`src/rtl/prehistoric_pkg.sv`:
```
// Shared types and default bus-timing constants for the 68k glue logic.
// Pure declarations, no latency; no flow control involved.
// Counts are in clk_en ticks; the timer is 8 bits wide.
package prehistoric_pkg;

    localparam int TIMER_W      = 8;
    localparam int DEF_RAM_WAIT = 1;
    localparam int DEF_IO_WAIT  = 2;
    localparam int DEF_TIMEOUT  = 255;

    typedef logic [TIMER_W-1:0] tick_cnt_t;

    typedef enum logic [2:0] {
        ST_IDLE,
        ST_ROM_WAIT,
        ST_CNT_WAIT,
        ST_ACK,
        ST_BERR
    } bus_state_t;

endpackage

```
`src/rtl/m68k_dtack_gen_if.sv`:
```
// 68k bus-cycle handshake bundle between the CPU/decoder side and the DTACK generator.
// Wires only, no latency.
// The strobe and acknowledge lines themselves form the handshake; no extra backpressure.
interface m68k_dtack_gen_if;

    logic m68k_as_n;
    logic m68k_rw;
    logic m68k_rom_cs;
    logic m68k_ram_cs;
    logic m68k_io_cs;
    logic rom_ack;
    logic rom_req;
    logic m68k_dtack_n;
    logic m68k_berr_n;
    logic busy;
    logic cycle_rw;

    modport slave (
        input  m68k_as_n, m68k_rw, m68k_rom_cs, m68k_ram_cs, m68k_io_cs, rom_ack,
        output rom_req, m68k_dtack_n, m68k_berr_n, busy, cycle_rw
    );

    modport master (
        output m68k_as_n, m68k_rw, m68k_rom_cs, m68k_ram_cs, m68k_io_cs, rom_ack,
        input  rom_req, m68k_dtack_n, m68k_berr_n, busy, cycle_rw
    );

endinterface

```
`src/rtl/m68k_bus_timer.sv`:
```
// Wait-state down-counter: load has priority, decrements on clk_en, stops at zero.
// Load takes effect the next clk; zero flag is combinational from the count.
// No backpressure; the count is simply held once it reaches zero.
module m68k_bus_timer
    import prehistoric_pkg::*;
(
    input  logic      clk,
    input  logic      reset,
    input  logic      clk_en,
    input  logic      load,
    input  tick_cnt_t load_val,
    output logic      zero
);

    tick_cnt_t count;

    always_ff @(posedge clk) begin
        if (reset) begin
            count <= '0;
        end else if (load) begin
            count <= load_val;
        end else if (clk_en && (count != '0)) begin
            count <= count - tick_cnt_t'(1);
        end
    end

    assign zero = (count == '0);

endmodule

```
`src/rtl/m68k_dtack_gen.sv`:
```
// 68k DTACK/BERR generator; M68K_BERR_TIMEOUT_EN turns unmapped/ROM timeouts into bus errors.
// Latency: RAM/IO waits +1 clk_en tick after start; ROM acks the clk after rom_ack.
// Strobes are held until a clk_en samples AS high; an early AS release aborts silently.
module m68k_dtack_gen
    import prehistoric_pkg::*;
#(
    parameter int RAM_WAIT = DEF_RAM_WAIT,
    parameter int IO_WAIT  = DEF_IO_WAIT,
    parameter int TIMEOUT  = DEF_TIMEOUT
) (
    input  logic            clk,
    input  logic            reset,
    input  logic            clk_en,
    m68k_dtack_gen_if.slave bus
);

    bus_state_t state;
    logic       as_prev;
    logic       dtack_q;
    logic       rom_req_q;
    logic       busy_q;
    logic       rw_q;
    logic       start;
    logic       strobe_up;
    logic       tmr_load;
    logic       tmr_zero;
    tick_cnt_t  tmr_val;
`ifdef M68K_BERR_TIMEOUT_EN
    logic       berr_q;
    logic       unmapped;
`endif

    assign start     = clk_en && !bus.m68k_as_n && as_prev;
    assign strobe_up = clk_en && bus.m68k_as_n;
    assign tmr_load  = start && (state == ST_IDLE);

    // ROM loads TIMEOUT so the same counter can bound the SDRAM wait.
    always_comb begin
        tmr_val = tick_cnt_t'(IO_WAIT);
        if (bus.m68k_rom_cs)      tmr_val = tick_cnt_t'(TIMEOUT);
        else if (bus.m68k_ram_cs) tmr_val = tick_cnt_t'(RAM_WAIT);
        else if (bus.m68k_io_cs)  tmr_val = tick_cnt_t'(IO_WAIT);
`ifdef M68K_BERR_TIMEOUT_EN
        else                      tmr_val = tick_cnt_t'(TIMEOUT);
`endif
    end

    m68k_bus_timer u_timer (
        .clk      (clk),
        .reset    (reset),
        .clk_en   (clk_en),
        .load     (tmr_load),
        .load_val (tmr_val),
        .zero     (tmr_zero)
    );

    always_ff @(posedge clk) begin
        if (reset) begin
            state     <= ST_IDLE;
            dtack_q   <= 1'b1;
            rom_req_q <= 1'b0;
            busy_q    <= 1'b0;
            as_prev   <= 1'b1;
            rw_q      <= 1'b0;
`ifdef M68K_BERR_TIMEOUT_EN
            berr_q    <= 1'b1;
            unmapped  <= 1'b0;
`endif
        end else begin
            rom_req_q <= 1'b0;
            if (clk_en) as_prev <= bus.m68k_as_n;
            case (state)
                ST_IDLE: begin
                    if (start) begin
                        busy_q <= 1'b1;
                        rw_q   <= bus.m68k_rw;
`ifdef M68K_BERR_TIMEOUT_EN
                        unmapped <= !(bus.m68k_rom_cs || bus.m68k_ram_cs || bus.m68k_io_cs);
`endif
                        if (bus.m68k_rom_cs) begin
                            state     <= ST_ROM_WAIT;
                            rom_req_q <= 1'b1;
                        end else begin
                            state <= ST_CNT_WAIT;
                        end
                    end
                end
                ST_ROM_WAIT: begin
                    if (strobe_up) begin
                        state  <= ST_IDLE;
                        busy_q <= 1'b0;
                    end else if (bus.rom_ack) begin
                        state   <= ST_ACK;
                        dtack_q <= 1'b0;
                    end
`ifdef M68K_BERR_TIMEOUT_EN
                    else if (clk_en && tmr_zero) begin
                        state  <= ST_BERR;
                        berr_q <= 1'b0;
                    end
`endif
                end
                ST_CNT_WAIT: begin
                    if (strobe_up) begin
                        state  <= ST_IDLE;
                        busy_q <= 1'b0;
                    end else if (clk_en && tmr_zero) begin
`ifdef M68K_BERR_TIMEOUT_EN
                        if (unmapped) begin
                            state  <= ST_BERR;
                            berr_q <= 1'b0;
                        end else begin
                            state   <= ST_ACK;
                            dtack_q <= 1'b0;
                        end
`else
                        state   <= ST_ACK;
                        dtack_q <= 1'b0;
`endif
                    end
                end
                ST_ACK, ST_BERR: begin
                    if (strobe_up) begin
                        state   <= ST_IDLE;
                        busy_q  <= 1'b0;
                        dtack_q <= 1'b1;
`ifdef M68K_BERR_TIMEOUT_EN
                        berr_q  <= 1'b1;
`endif
                    end
                end
                default: begin
                    state  <= ST_IDLE;
                    busy_q <= 1'b0;
                end
            endcase
        end
    end

    assign bus.rom_req      = rom_req_q;
    assign bus.m68k_dtack_n = dtack_q;
    assign bus.busy         = busy_q;
    assign bus.cycle_rw     = rw_q;
`ifdef M68K_BERR_TIMEOUT_EN
    assign bus.m68k_berr_n  = berr_q;
`else
    assign bus.m68k_berr_n  = 1'b1;
`endif

endmodule
```
`src/flat_wrapper.sv`:
```
// flat-port wrapper written by rule: the top's interface ports become plain ports
module m68k_dtack_gen_flat import prehistoric_pkg::*;
#(
    parameter int RAM_WAIT = DEF_RAM_WAIT,
    parameter int IO_WAIT  = DEF_IO_WAIT,
    parameter int TIMEOUT  = DEF_TIMEOUT
)
  (clk, reset, clk_en, bus_m68k_as_n, bus_m68k_rw, bus_m68k_rom_cs, bus_m68k_ram_cs, bus_m68k_io_cs, bus_rom_ack, bus_rom_req, bus_m68k_dtack_n, bus_m68k_berr_n, bus_busy, bus_cycle_rw);
  m68k_dtack_gen_if bus_i ();
  input  logic clk;
  input  logic reset;
  input  logic clk_en;
  input wire logic [$bits(bus_i.m68k_as_n)-1:0] bus_m68k_as_n;
  input wire logic [$bits(bus_i.m68k_rw)-1:0] bus_m68k_rw;
  input wire logic [$bits(bus_i.m68k_rom_cs)-1:0] bus_m68k_rom_cs;
  input wire logic [$bits(bus_i.m68k_ram_cs)-1:0] bus_m68k_ram_cs;
  input wire logic [$bits(bus_i.m68k_io_cs)-1:0] bus_m68k_io_cs;
  input wire logic [$bits(bus_i.rom_ack)-1:0] bus_rom_ack;
  output wire logic [$bits(bus_i.rom_req)-1:0] bus_rom_req;
  output wire logic [$bits(bus_i.m68k_dtack_n)-1:0] bus_m68k_dtack_n;
  output wire logic [$bits(bus_i.m68k_berr_n)-1:0] bus_m68k_berr_n;
  output wire logic [$bits(bus_i.busy)-1:0] bus_busy;
  output wire logic [$bits(bus_i.cycle_rw)-1:0] bus_cycle_rw;
  assign bus_i.m68k_as_n = bus_m68k_as_n;
  assign bus_i.m68k_rw = bus_m68k_rw;
  assign bus_i.m68k_rom_cs = bus_m68k_rom_cs;
  assign bus_i.m68k_ram_cs = bus_m68k_ram_cs;
  assign bus_i.m68k_io_cs = bus_m68k_io_cs;
  assign bus_i.rom_ack = bus_rom_ack;
  assign bus_rom_req = bus_i.rom_req;
  assign bus_m68k_dtack_n = bus_i.m68k_dtack_n;
  assign bus_m68k_berr_n = bus_i.m68k_berr_n;
  assign bus_busy = bus_i.busy;
  assign bus_cycle_rw = bus_i.cycle_rw;
  m68k_dtack_gen #(.RAM_WAIT(RAM_WAIT), .IO_WAIT(IO_WAIT), .TIMEOUT(TIMEOUT)) u_core (.clk(clk), .reset(reset), .clk_en(clk_en), .bus(bus_i));
endmodule
```
`config.mk`:
```
export PLATFORM = sky130hd
export DESIGN_NAME = m68k_dtack_gen_flat
export DESIGN_NICKNAME = d
export VERILOG_FILES = /design/src/rtl/prehistoric_pkg.sv /design/src/rtl/m68k_dtack_gen_if.sv /design/src/rtl/m68k_bus_timer.sv /design/src/rtl/m68k_dtack_gen.sv /design/src/flat_wrapper.sv
export SDC_FILE = /design/constraint.sdc
export NUM_CORES = 1
export LEC_CHECK = 0
export BUFFER_PORTS_ARGS = -buffer_cell sky130_fd_sc_hd__buf_2
export CORE_MARGIN = 2
export CORE_UTILIZATION = 55
export DETAILED_ROUTE_END_ITERATION = 12
export PLACE_DENSITY = 0.77
export SYNTH_ARGS = -nofsm -noshare
export SYNTH_HDL_FRONTEND = slang
export SYNTH_HIERARCHICAL = 1
export SYNTH_SLANG_ARGS = --single-unit
```
`constraint.sdc`:
```
create_clock -name clk -period 2.6 [get_ports clk]
set_clock_uncertainty 0.15 [all_clocks]
set_input_delay 0.26 -clock clk [delete_from_list [all_inputs] [get_ports clk]]
set_output_delay 0.26 -clock clk [all_outputs]
set_load 0.05 [all_outputs]
```
==> metrics.cfg <==
[global_route]
grt_pass1_vias = 681
met3_usage_pct = 6.92
grt.overflow.total = 0
grt_max_degree = 19
grt_antenna_before_repair = 0
grt_pass1_wl_um = 3050
use_met2_pct = 29.0
grt_usage_pct = 20.1
grt.busiest_layer = met2
grt_use_met1_pct = 28.7

[critical_path]
critPathLaunchType = flop
required_ns = 2.67
worstPathMaxFanout = 6
critPathCaptureType = flop
cp.arrival_ns = 2.37
worstSetupPathType = reg2reg

[synthesis]
synthesis.area_mm2 = 0.00101
netlist_top_cells_area = dfxtp_1 30%, ha_1 10%, a21oi_1 4.5%
yosys.area.top_type = dfxtp_1
ys_seq_area_share_pct = 29.9
ys.warnings.count = 6
synth_top_area_share_pct = 29.9
synth_ff_type = dfxtp_1
ys_ff_latch = 15
ys_types = 41
synthArstFlopShare_pct = 0
synth-edff-count = 0
syn_area_per_cell_um2 = 8.75
synth_nets = 132
netlist_instances = 115

[routing]
wl_per_cell_um = 13.0
wl_um = 1970
vias = 849
vias_per_cell = 5.59
dr.pass1.iters = 4
ant_nets = 0
drt-initial-drc-count = 15
drcViolationCount = 0

[cts]
htreeDepth = 1
clock_path_buffers = 2
cts_resized = 0
cts_tree = done
cts_buffers = 3
holdBufCountCts = 0
numClockSinks = 15
root_buffer = clkbuf_4
post_cts_buffers = 0
clkLatencyLatePin_ns = 0.29
clk_pin_slew_ns = 0.10

[placement]
dp_hpwl_um = 1410
post_dp_cell_area_mm2 = 0.00108
io_buffers = 11
routabilityCongestion = 0.776
place_inst = 148

[timing]
period_share_pct = 88.5
tightest_slew_ns = 0.532
slew-limit-headroom_pct = 64.4
setup_viol = 0
slew_violations = 0
tns_ns = 0
rsz0062_at_grt = false
finalCriticalPeriod_ns = 2.30
max_freq_mhz = 434
hold_viol = 0

[power]
leakagePower_nw = 0.472
ir_worst_vdd_mv = 0.597
pwr_density_cell_mw_per_mm2 = 1050

[layout]
seq_area_um2 = 300
finalNonFillerCells = 152
multi_input_area_um2 = 646
design_area_mm2 = 0.00111
fillCellCount = 157
final_nets = 145
fin_util_pct = 64.1
drive_above_1_share_pct = 21.3
area_delta_synth_final_pct = 10.1
antenna-diode-count = 0

[floorplan]
die_width_um = 46.8
die_area_mm2 = 0.00219
fp.dieH_um = 46.8
num_rows = 15
coreArea_mm2 = 0.00173
start_util_pct = 58.3
ios = 14

[run_status]
status = complete, no violations

[min_path]
hold_class = in2reg

[run]
max_cap_viol_count = 0

cells by family (layout without fill, tap and decap cells):
family                     count (synthesis)  in the layout  synth area share [%]
AOI/OAI and AO/OA                         30             30                  25.5
and+or+nand+nor                           40             40                  22.8
muxes                                      3              3                  2.99
buffers and inverters                     15             27                  5.97
DFF                                       15             15                  29.9
xor gates and xnor gates                   3              3                  2.61
adders and majority gates                  8              8                  9.95
other                                      1              1                 0.373
where the power goes:
part,internal (mW),switching (mW)
Sequential,0.303,0.0738
Combinational,0.294,0.347
Clock,0.0585,0.0823
Total,0.656,0.504
worst max-delay path, cell delays in order (launching register included):
cell and delay [ns]:
dfxtp_1 0.37, or4_4 0.59, nor4_1 0.30, a21boi_0 0.22, a2111oi_4 0.32, a311oi_1 0.14
a21oi_1 0.14
routing by layer:
layer | up-vias | share of wire (%)
met2 | 22 | 44
met1 | 388 | 50
met4 | 0 | 0.76
li1 | 437 | -
met5 | - | 0
met3 | 2 | 5.5
final cells by class:
class | count | area share [%]
multi-input combinational | 85 | 58.3
sequential | 15 | 27.1
timing repair buffer | 11 | 4.97
inverter | 12 | 4.07
tap | 25 | 2.82
clock buffer | 3 | 2.03
clock inverter | 1 | 0.678
cell usage after synthesis, types with 2 or more instances:
master	n
mux2i_1	3
nor3_1	2
dfxtp_1	15
ha_1	8
nor2b_1	2
or4_1	2
nor3b_1	3
xnor2_1	3
or4_2	2
a21oi_1	9
nor2_1	8
or3_2	2
nand2_1	10
nand2b_1	2
a22o_1	3
a21o_1	2
o21ai_0	3
a311oi_1	3
inv_1	11
layout by cell type (no fill, tap or decap), drive strengths merged, types with 2 or more instances in the layout:
cell and n:
clkbuf 3, nand2b 2, mux2i 3, dfxtp 15
o21ai 3, nor3b 3, nor3 2, ha 8
or3 2, inv 11, a22o 3, buf 11
nor2b 2, a21o 2, nand2 10, a211oi 2
or4 5, a311oi 3, nor2 8, xnor2 3
a21oi 9
through the flow:
| step | hold slack, ns | total power [mW] | worst slack, ns |
|---|---|---|---|
| floorplan | 0.179 | 0.897 | 0.546 |
| global placement | 0.290 | 0.990 | 0.425 |
| detailed placement | 0.304 | 1.01 | 0.403 |
| CTS | 0.0653 | 1.16 | 0.269 |
| global route | 0.0790 | 1.24 | 0.203 |
| finish | 0.0738 | 1.16 | 0.298 |
state kept, by name (all words and copies together), names as in the netlist:
register and cells:
u_core/u_timer/count 8, u_core/state 2, u_core/as_prev 1, u_core/bus.busy 1
u_core/bus.cycle_rw 1, u_core/bus.m68k_dtack_n 1, u_core/bus.rom_req 1
path summary, 6_finish.rpt:
path,from,end,slack (ns),cells after the start
setup reg to reg,u_core/u_timer/count[2],u_core/bus.m68k_dtack_n,0.30,6
hold / removal,bus_m68k_rw,u_core/bus.cycle_rw,0.07,3
setup / recovery,u_core/u_timer/count[2],u_core/bus.m68k_dtack_n,0.30,6
hold reg to reg,u_core/bus.cycle_rw,u_core/bus.cycle_rw,0.32,2
Note: power is estimated with default switching activity, not from simulation.
